==> src/rtl/demux1to2_stream.sv <==
// Registered 1-to-2 stream demultiplexer with select or broadcast steering.
// Each output owns a one-entry holding slot and a delivered-beat counter.
module demux1to2_stream #(
  parameter int unsigned DWidth   = 32,
  parameter int unsigned CntWidth = 16
) (
  input  logic                clk_i,
  input  logic                rst_i,
  input  logic                valid_i,
  output logic                ready_o,
  input  logic [DWidth-1:0]   data_i,
  input  logic                select_i,
  input  logic                broadcast_i,
  output logic                valid0_o,
  input  logic                ready0_i,
  output logic [DWidth-1:0]   data0_o,
  output logic [CntWidth-1:0] count0_o,
  output logic                valid1_o,
  input  logic                ready1_i,
  output logic [DWidth-1:0]   data1_o,
  output logic [CntWidth-1:0] count1_o
);

  typedef enum logic {
    EMPTY = 1'b0,
    FULL  = 1'b1
  } slot_e;

  slot_e                slot0_q, slot0_d;
  slot_e                slot1_q, slot1_d;
  logic [DWidth-1:0]    data0_q, data0_d;
  logic [DWidth-1:0]    data1_q, data1_d;
  logic [CntWidth-1:0]  count0_q, count0_d;
  logic [CntWidth-1:0]  count1_q, count1_d;

  logic can0, can1, accept, load0, load1, drain0, drain1;

  always_comb begin
    // Reset presents both slots as EMPTY to the upstream, but blocks the accept.
    can0   = rst_i || (slot0_q == EMPTY) || ready0_i;
    can1   = rst_i || (slot1_q == EMPTY) || ready1_i;
    if (broadcast_i) begin
      ready_o = can0 && can1;
    end else if (select_i) begin
      ready_o = can1;
    end else begin
      ready_o = can0;
    end
    accept = valid_i && ready_o && !rst_i;
    load0  = accept && (broadcast_i || !select_i);
    load1  = accept && (broadcast_i ||  select_i);
    drain0 = (slot0_q == FULL) && ready0_i;
    drain1 = (slot1_q == FULL) && ready1_i;
  end

  always_comb begin
    slot0_d  = slot0_q;
    slot1_d  = slot1_q;
    data0_d  = data0_q;
    data1_d  = data1_q;
    count0_d = count0_q;
    count1_d = count1_q;

    // A reload wins over a drain so a full-rate stream keeps the slot FULL.
    if (load0) begin
      slot0_d = FULL;
      data0_d = data_i;
    end else if (drain0) begin
      slot0_d = EMPTY;
    end
    if (load1) begin
      slot1_d = FULL;
      data1_d = data_i;
    end else if (drain1) begin
      slot1_d = EMPTY;
    end

    if (drain0) count0_d = count0_q + 1'b1;
    if (drain1) count1_d = count1_q + 1'b1;
  end

  always_ff @(posedge clk_i) begin
    if (rst_i) begin
      slot0_q  <= EMPTY;
      slot1_q  <= EMPTY;
      data0_q  <= '0;
      data1_q  <= '0;
      count0_q <= '0;
      count1_q <= '0;
    end else begin
      slot0_q  <= slot0_d;
      slot1_q  <= slot1_d;
      data0_q  <= data0_d;
      data1_q  <= data1_d;
      count0_q <= count0_d;
      count1_q <= count1_d;
    end
  end

  assign valid0_o = (slot0_q == FULL);
  assign valid1_o = (slot1_q == FULL);
  assign data0_o  = data0_q;
  assign data1_o  = data1_q;
  assign count0_o = count0_q;
  assign count1_o = count1_q;

endmodule

==> config.mk <==
export PLATFORM = sky130hd
export DESIGN_NAME = demux1to2_stream
export DESIGN_NICKNAME = d
export VERILOG_FILES = /design/src/rtl/demux1to2_stream.sv
export SDC_FILE = /design/constraint.sdc
export NUM_CORES = 1
export LEC_CHECK = 0
export CAP_MARGIN = 20
export CORE_MARGIN = 5
export CORE_UTILIZATION = 41
export CTS_CLUSTER_DIAMETER = 60
export CTS_CLUSTER_SIZE = 10
export DETAILED_ROUTE_END_ITERATION = 8
export MAX_ROUTING_LAYER = met4
export PLACE_DENSITY_LB_ADDON = 0.2
export SLEW_MARGIN = 20
export SYNTH_ARGS = -nofsm -noshare
export SYNTH_HDL_FRONTEND = slang
export SYNTH_SLANG_ARGS = --single-unit
==> constraint.sdc <==
create_clock -name clk_i -period 1.6 [get_ports clk_i]
set_input_delay 0.32 -clock clk_i [delete_from_list [all_inputs] [get_ports clk_i]]
set_output_delay 0.32 -clock clk_i [all_outputs]
set_load 0.02 [all_outputs]
Word-level counts from Yosys, hierarchy flattened:

Index checks and enable logic that the tools add are counted.

* bitwise gates (word level): 2
* add/subtract/negate cells: 2
* mux-type cells: 6
* reduce and logical (&&, ||, !) cells: 17

Operators with widths (number)
* $add 16x1->16 const B: 2
* $logic_and 1x1->1: 7
* $logic_or 1x1->1: 6
* $mux 1: 6
* $reduce_bool 2->1: 2
* $logic_not 1->1: 2
* $not 1->1: 2

* flip-flop bits (word level): 98

Logic depth before layout (Yosys ltp):

Gate-level depths: netlist of run 1.

* depth after elaboration: 9
* mapped depth: 7
* gate-level depth less buffers: 5

Worst setup path before layout of run 1:

OpenSTA, ideal clock, no wires.

* kind: reg-to-reg
* start point: register count0_q[3] (netlist: count0_o[3])
* end point: register count0_q[15] (netlist: count0_o[15])
* data arrival time: 1718 ps
* path buffers: 0
* path slack: -239 ps
* cell stages (with the launch flop): 5
* data required time: 1479 ps
* cells stage by stage: dfxtp_1 > nand4_1 > nor4_4 > nor3b_1 > mux2_2

* longest elaborated chain between the ends: 1

Ends and longest elaborated chain
* from (decl): RTL line 33 `logic [CntWidth-1:0] count0_q, count0_d;`
* from (signal assigned): RTL line 95 `count0_q <= count0_d;`
* $add 16x1->16: RTL line 78 `if (drain0) count0_d = count0_q + 1'b1;`

No other way between the ends.
A chain may end at the register's enable or synchronous reset.

Final worst setup path of run 1:

* start point: register slot1_q (netlist: valid1_o)
* end point: register data0_q[13] (netlist: data0_o[13])

* longest elaborated chain between the ends: 8
* elaborated cells between the ends (all ways): 9
* classes of those cells: mux (2); bitwise (1); reduce/logical (6)

Ends and longest elaborated chain
* from (decl): RTL line 30 `slot_e slot1_q, slot1_d;`
* from (signal assigned): RTL line 92 `slot1_q <= slot1_d;`
* $not 1->1 *: RTL line 41 `can1 = rst_i || (slot1_q == EMPTY) || ready1_i;`
* $logic_or 1x1->1 * (2 in series): RTL line 41
* $mux 1 or $logic_and 1x1->1 (tied branches): RTL line 44, 43
* $mux 1 *: RTL line 42 `if (broadcast_i) begin`
* $logic_and 1x1->1 * (2 in series): RTL line 49 `accept = valid_i && ready_o && !rst_i;`
* $logic_and 1x1->1 *: RTL line 50 `load0 = accept && (broadcast_i || !select_i);`
* to (signal assigned): RTL line 93 `data0_q <= data0_d;`
* to (decl): RTL line 31 `logic [DWidth-1:0] data0_q, data0_d;`

Every way passes the cells marked *; elsewhere a longest branch is shown, timed or not.

==> flow_summary.toml, run 1 <==
[sta]
drv_slew = 0
tightest_slew_ns = 0.595
rsz0062_at_grt = "true"
finalCritPeriodShare = 1.09
slew_headroom = 0.604
min_period_ns = 1.75
layout_setup_ws_ns = -0.151
skew_ns = 0.0120
setup_viol = 56
fin_tns_setup_ns = -3.90
fmax_mhz = 571
hold_violations = 0

[synth]
synth_area_per_cell_sq_um = 8.73
synth_common_cells = "98 x dfxtp_1, 77 x nand2_1, 66 x nand2b_1, 60 x o21ai_0, 31 x nor2_1"
yosysSeqAreaShare = 0.486
synth-edff-count = 0
synth_cells = 462
yosysWarningCount = 0
yosysTopAreaCell = "dfxtp_1"
synth_seq_cells = 98
synth_fp_nets = 503
yosysMostFrequentCell = "dfxtp_1"
synthArstFlopShare = 0
synth_flop_cell = "dfxtp_1"
synth_top_area_frac = 0.486
synth_cell_type_count = 31
synth_area_sq_mm = 0.00404
synth_top_cells_by_area = "dfxtp_1 49%, nand2b_1 10%, o21ai_0 7.4%"

[die]
die_x_microns = 109
initial_core_util = 0.417
die_area_sq_mm = 0.0119
ios = 138
fp.dieH_microns = 109
core_area_sq_mm = 0.00968
rows = 36

[critical_path]
r2r-start = "valid1_o"
critPathLaunch = "valid1_o"
path_class = "flip-flop to flip-flop"
cpLargestDelayFamily = "buffers and inverters"
end_kind = "flip-flop"
start_kind = "flip-flop"
cpMaxStageDelayCell = "dfxtp_4"
crit_path_frequent_cell = "buf_6"
crit_fanout = 6
crit_chain = "buf_6, and2b_2, buf_6, a2111oi_4, buf_6, buf_12, clkbuf_16, nand2_2, o21ai_1"
path_buf_inv = 5
cp_slowest_stage_delay_ns = 0.35
critPathRequiredTime_ns = 1.90
arrival_ns = 2.05

[route]
vias = 3867
drt-vias-per-instance = 4.90
remaining_drc_errors = 0
wl_microns = 12700
first_pass_iters = 4
postRouteAntennaNets = 0
detail_route.wl_per_cell_microns = 16.1
drt_iter0_drc = 121

[global_routing]
grt_use_met3 = 0.0539
grtUsageMet2 = 0.346
overflow = 0
grt_max_degree = 74
top_usage_layer = "met2"
grt_pass1_vias = 3794
use_met1 = 0.256
antenna_found_initial = 0
grt_usage = 0.209
grt_pass1_wl_microns = 19000

[placement]
hpwl_microns = 7030
gp_congestion = 0.839
io_buffers = 137
place_inst = 737

[clock_tree]
cts_max_level = 3
clock_path_buffers = 2
cts_root_buffer = "clkbuf_8"
clkTransAtPathRegs_ns = 0.09
clock-sinks = 98
clk_latency_ns = 0.37
cts_buffers = 9
tritoncts = "yes"

[pwr]
power_density_mw_per_mm2 = 763
total_power_w = 0.00520
ir_worst_vdd_mv = 0.495
power_leakage_nw = 3.09

[layout]
nets = 692
area_growth_pct = 69.1
drive_above_1_share = 0.328
finalNonFillerCells = 789
fillers = 768

[worst_hold_path]
min_from = "ready1_i"
hold_class = "input port to flip-flop"

[flow_run]
cap_violations = 0

[outcome]
status = "complete, but fails checks"
violations = "setup timing"
## power breakdown
part | internal [W] | leakage [nW] | switching (W)
Clock | 0.000572 | 0.0871 | 0.000888
Sequential | 0.00257 | 0.810 | 0.0000702
Combinational | 0.000537 | 2.20 | 0.000571
## worst register-to-register path: cells and delay by family, from the launching register on
kind,cells,cell delay [ns]
AND/OR/NAND/NOR,2,0.26
flip-flops,1,0.35
AO/OA/AOI/OAI,2,0.36
buffers and inverters,5,0.72
## kinds of logic after synthesis
| family | after synthesis | synth area share |
|---|---|---|
| xor gates and xnor gates | 20 | 0.0434 |
| buffers and inverters | 32 | 0.0477 |
| muxes | 8 | 0.0223 |
| and+or+nand+nor | 226 | 0.287 |
| adders and majority gates | 2 | 0.00620 |
| DFF | 98 | 0.486 |
| AOI/OAI and AO/OA | 76 | 0.107 |
## repair_timing
| item | in CTS | in global routing |
|---|---|---|
| setup buffers | 14 | 8 |
| pin swaps | 24 | 44 |
| endpoints found under the setup margin | 172 | 75 |
| gates resized for setup | 212 | 106 |
| hold buffers | 0 | 0 |
| gates cloned | 12 | 3 |
## final timing paths
| kind | cells past startpoint | to | slack [ns] |
|---|---|---|---|
| worst max-delay path | 9 | data0_o[13] | -0.15 |
| worst min-delay path | 3 | valid1_o | 0.47 |
| worst max register to register | 9 | data0_o[13] | -0.15 |
| worst min register to register | 2 | data0_o[25] | 0.47 |
## state kept, by name, indices dropped and copies added, names as in the netlist
name and flops:
valid0_o 1, count0_o 16, valid1_o 1, data1_o 32, data0_o 32, count1_o 16
## per-layer routing
metal	up-vias	part of all wire	wire (microns)
met4	0	0.014	176
met2	96	0.50	6390
met5	-	0	0
li1	1910	-	-
met1	1839	0.42	5400
met3	22	0.059	749
## stage by stage
step	util	instance area, sq um	worst slack [ns]	hold WS (ns)
global placement	0.589	5700	-0.561	0.450
detailed placement	0.589	5700	-0.597	0.455
floorplan	-	4080	0.0135	0.429
global route	0.704	6820	-0.228	0.481
finish	0.704	6820	-0.151	0.466
CTS	0.654	6340	-0.140	0.436
## cell type report
cell class / count / area (sq um) / share of cell area
inverters: 6 / 22.5 / 0.00330
multi-input cells: 332 / 2320 / 0.340
diodes: 1 / 2.50 / 0.000367
flip-flops and latches: 98 / 1990 / 0.292
clock inverters: 5 / 40.0 / 0.00587
well taps: 133 / 166 / 0.0244
repair buffers: 204 / 2150 / 0.315
clock buffers: 10 / 128 / 0.0187
## placed cells by master, fill, tap and decap left out, types with 3 or more instances in the layout
cell              n
dlygate4sd2_1    99
dfxtp_1          79
nand2b_1         66
o21ai_2          37
nand2_2          33
clkdlybuf4s50_1  33
buf_4            33
nor2_1           31
nand2_1          28
o21ai_1          27
dfxtp_2          17
nand2_4          16
buf_6            15
nand3_1          12
xnor2_1          12
buf_16           10
clkbuf_8          9
xor2_1            8
nor2b_1           7
mux2_2            7
buf_12            7
inv_1             6
nand4_1           6
nor3_1            5
nor4_2            4
a21oi_1           4
nor4_4            3
clkbuf_16         3
Power figures use the tool's default switching activity.
==> inputs of run 2 (changes only) <==
--- a/config.mk
+++ b/config.mk
@@ -5,6 +5,7 @@
 export SDC_FILE = /design/constraint.sdc
 export NUM_CORES = 1
 export LEC_CHECK = 0
+export ABC_CLOCK_PERIOD_IN_PS = 1600
 export CAP_MARGIN = 20
 export CORE_MARGIN = 5
 export CORE_UTILIZATION = 41
==> results of run 2 <==
The final DEF is identical to that of run 1; final timing and power are the same.
==> inputs of run 3 (changes only) <==
--- a/config.mk
+++ b/config.mk
@@ -6,7 +6,6 @@
 export NUM_CORES = 1
 export LEC_CHECK = 0
 export ABC_CLOCK_PERIOD_IN_PS = 1600
-export CAP_MARGIN = 20
 export CORE_MARGIN = 5
 export CORE_UTILIZATION = 41
 export CTS_CLUSTER_DIAMETER = 60
==> results of run 3 <==
The final DEF is identical to that of run 1; final timing and power are the same.
